--- config.mk ---
export PLATFORM = sky130hd
export DESIGN_NAME = dual_issue_ctrl
export DESIGN_NICKNAME = d
export VERILOG_FILES = /design/src/rtl/dual_issue_ctrl.sv
export SDC_FILE = /design/constraint.sdc
export NUM_CORES = 1
export LEC_CHECK = 0
export CAP_MARGIN = 20
export CELL_PAD_IN_SITES_DETAIL_PLACEMENT = 1
export CELL_PAD_IN_SITES_GLOBAL_PLACEMENT = 2
export CORE_MARGIN = 3
export CORE_UTILIZATION = 30
export DETAILED_ROUTE_END_ITERATION = 10
export PLACE_DENSITY = 0.86
export SLEW_MARGIN = 20
export SYNTH_ARGS = -nofsm -noshare
export SYNTH_HDL_FRONTEND = slang
export SYNTH_SLANG_ARGS = --single-unit
--- constraint.sdc ---
create_clock -name clk -period 4.7 [get_ports clk]
set_input_delay 0.94 -clock clk [delete_from_list [all_inputs] [get_ports clk]]
set_output_delay 0.94 -clock clk [all_outputs]
set_load 0.05 [all_outputs]
--- src/rtl/dual_issue_ctrl.sv ---
// Issue control between dual decode and the two-lane execute stage.
// Splits intra-pair RAW pairs, inserts load-use bubbles, and registers per-lane issue info.
module dual_issue_ctrl #(
  parameter int REG_AW = 5,
  parameter int ALU_W  = 5,
  parameter int TYPE_W = 4
) (
  input  logic              clk,
  input  logic              reset,
  input  logic              id_valid,
  output logic              id_ready,
  input  logic [TYPE_W-1:0] id_type_a,
  input  logic [TYPE_W-1:0] id_type_b,
  input  logic [ALU_W-1:0]  id_alu_a,
  input  logic [ALU_W-1:0]  id_alu_b,
  input  logic [REG_AW-1:0] id_rd_a,
  input  logic [REG_AW-1:0] id_rd_b,
  input  logic [REG_AW-1:0] id_rs1_a,
  input  logic [REG_AW-1:0] id_rs1_b,
  input  logic [REG_AW-1:0] id_rs2_a,
  input  logic [REG_AW-1:0] id_rs2_b,
  input  logic              ex_stall,
  output logic              ex_valid_a,
  output logic              ex_valid_b,
  output logic [TYPE_W-1:0] ex_type_a,
  output logic [TYPE_W-1:0] ex_type_b,
  output logic [ALU_W-1:0]  ex_alu_a,
  output logic [ALU_W-1:0]  ex_alu_b,
  output logic [REG_AW-1:0] ex_rd_a,
  output logic [REG_AW-1:0] ex_rd_b,
  output logic [TYPE_W-1:0] ex_haz_a,
  output logic [TYPE_W-1:0] ex_haz_b
);
  localparam logic [TYPE_W-1:0] T_R = 4'h0, T_IMM = 4'h1, T_LOAD = 4'h2, T_S = 4'h3, T_B = 4'h4,
    T_JAL = 4'h5, T_JALR = 4'h6, T_LUI = 4'h7, T_AUIPC = 4'h8, T_NOP = 4'hA, T_NONE = 4'hB;
  localparam logic [TYPE_W-1:0] HZ_A_STALL = 4'h0, HZ_B_STALL = 4'h1, HZ_STALL_FROM_A = 4'h2,
    HZ_FORW_FROM_A = 4'h8, HZ_NONE = 4'h9;
  localparam logic [ALU_W-1:0] ALU_IDLE = '1;

  typedef struct packed {
    logic [TYPE_W-1:0] typ;
    logic [ALU_W-1:0]  alu;
    logic [REG_AW-1:0] rd;
    logic [REG_AW-1:0] rs1;
    logic [REG_AW-1:0] rs2;
  } slot_t;

  typedef struct packed {
    logic              v;
    logic [TYPE_W-1:0] typ;
    logic [ALU_W-1:0]  alu;
    logic [REG_AW-1:0] rd;
    logic [TYPE_W-1:0] haz;
  } lane_t;

  typedef enum logic [1:0] {ST_ISSUE, ST_LU_STALL, ST_SPLIT, ST_SPLIT_LU} state_t;

  function automatic logic writes(slot_t s);
    logic w;
    case (s.typ)
      T_R, T_IMM, T_LOAD, T_JAL, T_JALR, T_LUI, T_AUIPC: w = 1'b1;
      default: w = 1'b0;
    endcase
    return w && (s.rd != '0);
  endfunction

  // x0 is never a dependency source, so r==0 never matches.
  function automatic logic reads(slot_t s, logic [REG_AW-1:0] r);
    logic u1, u2;
    case (s.typ)
      T_R, T_S, T_B:         begin u1 = 1'b1; u2 = 1'b1; end
      T_IMM, T_LOAD, T_JALR: begin u1 = 1'b1; u2 = 1'b0; end
      default:               begin u1 = 1'b0; u2 = 1'b0; end
    endcase
    return (r != '0) && ((u1 && s.rs1 == r) || (u2 && s.rs2 == r));
  endfunction

  function automatic lane_t bubble(logic [TYPE_W-1:0] haz);
    return '{v: 1'b0, typ: T_NOP, alu: ALU_IDLE, rd: '0, haz: haz};
  endfunction

  function automatic lane_t issue(slot_t s, logic [TYPE_W-1:0] haz);
    return '{v: (s.typ != T_NOP) && (s.typ != T_NONE), typ: s.typ, alu: s.alu, rd: s.rd, haz: haz};
  endfunction

  state_t state, state_n;
  slot_t  lat_a, lat_b, lat_a_n, lat_b_n, id_a, id_b, cur_a, cur_b;
  lane_t  ln_a, ln_b, ln_a_n, ln_b_n;
  logic [1:0]             lu_vld, lu_vld_n;
  logic [1:0][REG_AW-1:0] lu_rd;
  logic accept, intra, lu_a, lu_b, go;

  assign id_a = '{typ: id_type_a, alu: id_alu_a, rd: id_rd_a, rs1: id_rs1_a, rs2: id_rs2_a};
  assign id_b = '{typ: id_type_b, alu: id_alu_b, rd: id_rd_b, rs1: id_rs1_b, rs2: id_rs2_b};

  assign id_ready = !reset && !ex_stall && (state == ST_ISSUE);
  assign accept   = id_valid && id_ready;

  assign cur_a = (state == ST_LU_STALL) ? lat_a : id_a;
  assign cur_b = (state == ST_LU_STALL) ? lat_b : id_b;
  assign intra = writes(cur_a) && reads(cur_b, cur_a.rd);
  assign lu_a  = (lu_vld[0] && reads(id_a, lu_rd[0])) || (lu_vld[1] && reads(id_a, lu_rd[1]));
  assign lu_b  = (lu_vld[0] && reads(id_b, lu_rd[0])) || (lu_vld[1] && reads(id_b, lu_rd[1]));

  always_comb begin
    state_n = state;
    lat_a_n = lat_a;
    lat_b_n = lat_b;
    ln_a_n  = bubble(HZ_NONE);
    ln_b_n  = bubble(HZ_NONE);
    go      = 1'b0;
    case (state)
      ST_ISSUE:
        if (accept) begin
          if (lu_a || lu_b) begin
            lat_a_n    = id_a;
            lat_b_n    = id_b;
            ln_a_n.haz = lu_a ? HZ_A_STALL : HZ_NONE;
            ln_b_n.haz = lu_b ? HZ_B_STALL : HZ_NONE;
            state_n    = ST_LU_STALL;
          end else go = 1'b1;
        end
      ST_LU_STALL: go = 1'b1;
      ST_SPLIT: begin
        ln_b_n  = issue(lat_b, HZ_FORW_FROM_A);
        state_n = ST_ISSUE;
      end
      ST_SPLIT_LU: begin
        ln_b_n.haz = HZ_B_STALL;
        state_n    = ST_SPLIT;
      end
      default: state_n = ST_ISSUE;
    endcase
    if (go) begin
      ln_a_n = issue(cur_a, HZ_NONE);
      if (intra) begin
        ln_b_n.haz = HZ_STALL_FROM_A;
        lat_b_n    = cur_b;
        state_n    = (cur_a.typ == T_LOAD) ? ST_SPLIT_LU : ST_SPLIT;
      end else begin
        ln_b_n  = issue(cur_b, HZ_NONE);
        state_n = ST_ISSUE;
      end
    end
  end

  // Tracker holds only what was issued this cycle, so a bubble empties it.
  assign lu_vld_n[0] = ln_a_n.v && (ln_a_n.typ == T_LOAD) && (ln_a_n.rd != '0);
  assign lu_vld_n[1] = ln_b_n.v && (ln_b_n.typ == T_LOAD) && (ln_b_n.rd != '0);

  always_ff @(posedge clk) begin
    if (reset) begin
      state  <= ST_ISSUE;
      lat_a  <= '0;
      lat_b  <= '0;
      ln_a   <= bubble(HZ_NONE);
      ln_b   <= bubble(HZ_NONE);
      lu_vld <= '0;
      lu_rd  <= '0;
    end else if (!ex_stall) begin
      state  <= state_n;
      lat_a  <= lat_a_n;
      lat_b  <= lat_b_n;
      ln_a   <= ln_a_n;
      ln_b   <= ln_b_n;
      lu_vld <= lu_vld_n;
      lu_rd  <= {ln_b_n.rd, ln_a_n.rd};
    end
  end

  assign ex_valid_a = ln_a.v;
  assign ex_type_a  = ln_a.typ;
  assign ex_alu_a   = ln_a.alu;
  assign ex_rd_a    = ln_a.rd;
  assign ex_haz_a   = ln_a.haz;
  assign ex_valid_b = ln_b.v;
  assign ex_type_b  = ln_b.typ;
  assign ex_alu_b   = ln_b.alu;
  assign ex_rd_b    = ln_b.rd;
  assign ex_haz_b   = ln_b.haz;
endmodule

==> results.md <==
* R2R cell count at 10
* Area of the multi-input gates at 0.002506 mm²
* H-tree Lvls at 3
* Io pins at 91
* Post-synth EDFFs at 0
* Fill cells at 1,667
* # setup viols final at 0
* Area share of the largest cell type after synthesis at 35.29%
* Synth unique cells at 58
* Clock Sinks at 76
* CP arrival at 3850 ps
* Status: completed
* GRT Util Overall at 19.09%
* Clock root buffer: clkbuf_16
* DP HPWL at 10,790 µm
* Worst clock skew at 7.111 ps
* FP Rows at 43
* Final Wtd Congestion at 0.8505
* Post-CTS Hold Buffers at 0
* CP Launch Type: input pin
* CTS buffer count at 9
* IR drop worst, VDD at 174.2 µV
* CP Max Fanout at 12
* Final WL at 14,950 µm
* Fin nets at 620
* Setup TNS at 0 ps
* TritonRoute pass-1 iters at 4
* Leakage at 1.970 nW
* Tot Pwr at 0.001650 W
* GR Overflow Total at 0
* Unrepaired setup endpoints after global routing: false
* Synth Instances at 502
* Main synth FF type: dfxtp_1
* Relative slew slack at 43.32%
* Global-route wire length before repair at 24,110 µm
* CTS Buffer Depth at 2
* Clk pin slew, worst setup/hold paths at 60 ps
* Util after Layout at 39.51%
* Minimum clock period at 3600 ps
* Hold Crit Depth at 2
* Post-CTS Resized at 0
* Crit-path slowest cell: clkdlybuf4s50_1
* Via-per-instance ratio at 5.382
* Uppermost layer routed: met4
* Crit Path Category: input pin to flip-flop
* Clk_lat worst skew at 340 ps
* Tcrit/Tclk final at 76.60%
* Metal2 WL at 7281 µm
* Vias in the first global route at 4,391
* Async SR Flop Fraction at 0%
* Vias at 4,053
* Hold Path Class: flip-flop to flip-flop
* Initial core utilization at 30.82%
* Worst Path Required at 4950 ps
* Worst Tran Pin Value at 848.4 ps
* Core area at 0.01399 mm²
* Register bit total from synthesis at 76
* CTS tree: built
* Area Growth Syn to Fin at 28.18%
* YS warnings at 0
* Syn_area_per_cell at 8.589 µm²
* Cells after DPL at 737
* Die footprint at 0.01585 mm²
* Post-CTS Setup Bufs at 0
* Post-synthesis sequential area ratio at 35.29%
* WL/cell at 19.86 µm
* Largest net degree at the start of global routing at 72
* Crit-path cells: clkdlybuf4s50_1 -> xor2_1 -> nor4_1 -> a22oi_1 -> a2111oi_4 -> nor4_2 -> buf_4 -> and2_4 -> a221o_1 -> o32ai_2
* Met1 WL at 6439 µm
* Antenna diode count at 0
* Sequential cell area at 0.001521 mm²
* Crit-path max cell delay at 670 ps
* Worst R2R Setup Slack at 1370 ps
* Initial antenna violation count at 0
* DR DRC count at 0
* F_max at 0.2777 GHz
* PortBufs at 87
* Pwr dens at 298.6 mW/mm²
* DR iter-0 viols at 263
* CP endpoint kind: flip-flop
* Final hold violations at 0
* Worst R2R End: lat_b[7]$_SDFFE_PP0N_
* Die width at 125.9 µm
* Routed Antenna Nets at 0
* Worst Hold Path EP: ex_valid_a$_SDFFE_PP0N_
* Worst Hold Launch: ex_valid_a$_SDFFE_PP0N_
* Fin. max-slew vios at 0
* Max Cap Violations at 0
* Cell Count, Final, Fillers Out at 753
* Most area-hungry cell type in the Yosys netlist: dfxtp_1
* Overall die height at 125.9 µm
* Layout cell share with drive strength beyond 1 at 6.806%
* Reg-to-Reg Start: state[0]$_SDFFE_PP0P_
* Synth area leaders: dfxtp_1, mux2i_1, xor2_1, nor2_1, xnor2_1
* Cell area after synthesis at 0.004312 mm²
* Met3 routed WL at 1043 µm
-- cell families (layout without fill, tap and decap cells) --
logic type / Yosys count / in the layout / synth area share, %
xor+xnor: 58 / 58 / 11.78
simple gates: 152 / 152 / 16.66
other cells: 1 / 3 / 0.08697
flops: 76 / 76 / 35.29
buf+inv: 56 / 125 / 6.761
compound gates: 122 / 122 / 20.84
mux: 37 / 37 / 8.590
-- synth_stat cells (7+ instances only) --
cell	number
inv_1	13
nor4_1	7
a211o_1	7
a21oi_1	25
xor2_1	41
o21ai_0	24
a221oi_1	16
clkbuf_1	19
nor2_1	70
nand2_1	19
dfxtp_1	76
mux2i_1	37
xnor2_1	17
buf_2	11
o22ai_1	13
nor3_1	26
-- through the flow --
step | worst slack [ps] | area, µm² | hold WS [ps]
4_1_cts | 1114 | 5527 | 470.0
2_1_floorplan | 927.0 | 4319 | 457.3
6_report | 1100 | 5527 | 467.6
3_5_place_dp | 770.6 | 5258 | 460.6
3_3_place_gp | 860.9 | 5258 | 451.5
5_1_grt | 971.5 | 5527 | 494.9
-- where the power goes --
group	internal [W]	switching (W)
registers	0.000662	0.0000223
logic	0.000130	0.000203
clock network	0.000354	0.000277
-- per-layer routing --
metal	GRT usage (%)	vias up
li1	-	1923
met5	0	-
met2	32.21	123
met1	24.07	1991
met4	5.237	0
met3	5.174	16
-- flip-flops by register name (all words and copies together) (netlist names) --
register and count:
ex_type_a 4, ex_type_b 4, ex_valid_b 1, ex_alu_a 5
lat_b 24, lu_vld 2, ex_haz_a 1, lu_rd 10
ex_haz_b 3, lat_a 14, ex_valid_a 1, ex_alu_b 5
state 2
-- cell type report --
class / instances / area share [%]
clock buffers: 9 / 4.075
well taps: 180 / 4.075
clock inverters: 7 / 0.7924
repair buffers: 96 / 17.30
inverters: 13 / 0.8830
multi-input cells: 372 / 45.35
flip-flops and latches: 76 / 27.53
-- worst max path at each step --
stage	from	to	slack (ps)	cells past startpoint
floorplan	reset	ex_alu_b[0]$_SDFFE_PP1N_	930	10
global placement	id_type_b[0]	lu_vld[1]$_SDFFE_PP0N_	860	10
detailed placement	id_type_b[0]	lu_vld[1]$_SDFFE_PP0N_	770	10
CTS	id_type_b[0]	lu_vld[1]$_SDFFE_PP0N_	1110	10
global route	id_type_a[0]	lu_vld[1]$_SDFFE_PP0N_	970	10
finish	id_type_a[0]	lu_vld[1]$_SDFFE_PP0N_	1100	10
-- critical path: cells and delay by family --
family / cells / cell delay [ps]
AND/OR/NAND/NOR: 3 / 560
buffers and inverters: 2 / 870
XOR/XNOR: 1 / 270
AO/OA/AOI/OAI: 4 / 1210
-- layout by cell type (no fill, tap or decap), drive strengths merged, types with 3 or more instances in the layout --
| cell type | count |
|---|---|
| or4 | 3 |
| a21oi | 26 |
| clkdlybuf4s50 | 85 |
| clkbuf | 9 |
| nor2b | 5 |
| a22oi | 4 |
| dfxtp | 76 |
| a2111oi | 5 |
| conb | 3 |
| xnor2 | 17 |
| mux2i | 37 |
| or3 | 3 |
| xor2 | 41 |
| clkinv | 5 |
| o22ai | 14 |
| nor3 | 27 |
| inv | 13 |
| buf | 11 |
| nand2 | 19 |
| o21ai | 28 |
| nor4 | 8 |
| a221oi | 16 |
| a211o | 7 |
| nand2b | 4 |
| and2 | 4 |
| nand4 | 3 |
| nor2 | 70 |
Power figures use the tool's default switching activity.
==> edit, RTL diff (same flow settings) <==
Make the reset (`reset`) asynchronous in one clocked block.
--- a/src/rtl/dual_issue_ctrl.sv
+++ b/src/rtl/dual_issue_ctrl.sv
@@ -148,7 +148,7 @@
   assign lu_vld_n[0] = ln_a_n.v && (ln_a_n.typ == T_LOAD) && (ln_a_n.rd != '0);
   assign lu_vld_n[1] = ln_b_n.v && (ln_b_n.typ == T_LOAD) && (ln_b_n.rd != '0);
 
-  always_ff @(posedge clk) begin
+  always_ff @(posedge clk or posedge reset) begin
     if (reset) begin
       state  <= ST_ISSUE;
       lat_a  <= '0;
Behaviour: differs if reset is asserted again (counterexample within 4 cycles, from zero or initial values and one cycle with reset high); with reset held inactive, the same outputs for 4 cycles.
==> edit against the unedited design <==
  * Via count shrank 5.9%
  * Design area grew 6.9%
  * Routed wire length shrank 0.91%
  * Sequential cell count is the same
  * Area after synthesis grew 7.6%
  * Clock skew grew 1.1 ps
  * Register-to-register slack lost 350 ps
  * Setup slack lost 270 ps
  * Hold slack gained 11 ps
  * Non-clock buffer count shrank 5
  * Largest power group is now the clock network
  * Sequential share of layout area grew 5.0 points
  * Total power grew 18%
==> edit: results <==
[routing]
wire_per_inst_um = 20.8
routed-wl-met2_um = 7110
first_iter_violations = 240
wl_met3_um = 863
met1_length_um = 6570

[synth]
syn_avg_cell_area_um2 = 10.2
synthTopCellsByArea = dfrtp_1 32%, dfstp_2 9.6%, xor2_1 6.2%
ys_async_sr_fraction = 1.00
synth_top_flop_cell = dfrtp_1
synthTopCellsByCount = 59 x dfrtp_1, 38 x nand2_1, 34 x o21ai_0, 33 x xor2_1, 26 x xnor2_1
yosysUniqueCellTypes = 66
yosysSeqAreaShare = 0.415

[min_path]
hold_class = reg -> reg

[clocking]
post_cts_resized = 0
cts-root-buf = clkbuf_16
numCtsBuffers = 9
cts.clk_slew.worst_paths_ps = 60

[global_routing]
grt_max_degree = 75
grt_usage = 0.179
grt_pass1_vias = 4090
grt_first_pass_wirelength_um = 23200

[sta]
holdWs_ps = 478
finClkSkew_ps = 8.19
fin_crit_sh = 0.824
maxSlewHeadroom = 0.310

[placed_design]
port-buffer-count = 87
place_congestion = 0.829
place_ws_ps = 472
numPlacedInstances = 698
placed_area_um2 = 5560
dp_hpwl_um = 10800

[floorplanning]
die_w_um = 130

[critical_path]
startpoint = id_type_b[0]
timing.rr.start = state[1]$_DFFE_PP0P_
arrival_ps = 4110
path_max_fanout = 23
slowest_stage = o21ai_4
rr_endpoint = lat_b[14]$_DFFE_PP0N_
r2r_slack_ps = 1020
cpPeakStageDelay_ps = 790
rr_worst_depth = 7
crit_family = compound AO/OA/AOI/OAI gates

[final_layout]
drive_gt1_frac = 0.172
fin_nets = 577
stdcell_count = 714

[status]
status = complete, no violations

[pwr]
ir_drop_mv = 0.160
## edit: cell type report
class | instances | area (um^2)
inverters | 7 | 27.5
clock inverters | 4 | 97.6
multi-input cells | 340 | 2490
fillers | 1630 | 8900
clock buffers | 12 | 246
well taps | 184 | 230
flip-flops and latches | 76 | 1920
repair buffers | 91 | 896
## edit: power by group
part,leakage (nW),internal [mW],switching (mW)
clock network,0.163,0.534,0.287
registers,0.995,0.703,0.0377
logic,1.29,0.157,0.233
total,2.45,1.39,0.558
## edit: kinds of logic (layout without fill, tap and decap cells)
group | Yosys count | after routing | share of synthesized area
AO/OA/AOI/OAI | 125 | 125 | 0.181
XOR/XNOR | 61 | 61 | 0.118
buffers and inverters | 41 | 114 | 0.0520
flip-flops | 76 | 76 | 0.415
multiplexers | 34 | 34 | 0.0952
other | 1 | 3 | 0.000808
AND/OR/NAND/NOR | 117 | 117 | 0.138
## edit: metal layers
metal,up-vias,track usage
li1,1778,-
met1,1915,0.234
met5,-,0
met4,0,0.0653
met2,101,0.293
met3,18,0.0352
## edit: worst min path at each step
stage	cells past startpoint	to	start
2_1_floorplan	1	lat_a[19]$_DFFE_PP0P_	lat_a[19]$_DFFE_PP0P_
3_3_place_gp	2	ex_alu_b[2]$_DFFE_PP1N_	ex_alu_b[2]$_DFFE_PP1N_
3_5_place_dp	2	ex_type_b[1]$_DFFE_PP1N_	ex_type_b[1]$_DFFE_PP1N_
4_1_cts	2	ex_type_b[1]$_DFFE_PP1N_	ex_type_b[1]$_DFFE_PP1N_
5_1_grt	2	ex_type_b[1]$_DFFE_PP1N_	ex_type_b[1]$_DFFE_PP1N_
6_report	2	ex_type_b[1]$_DFFE_PP1N_	ex_type_b[1]$_DFFE_PP1N_
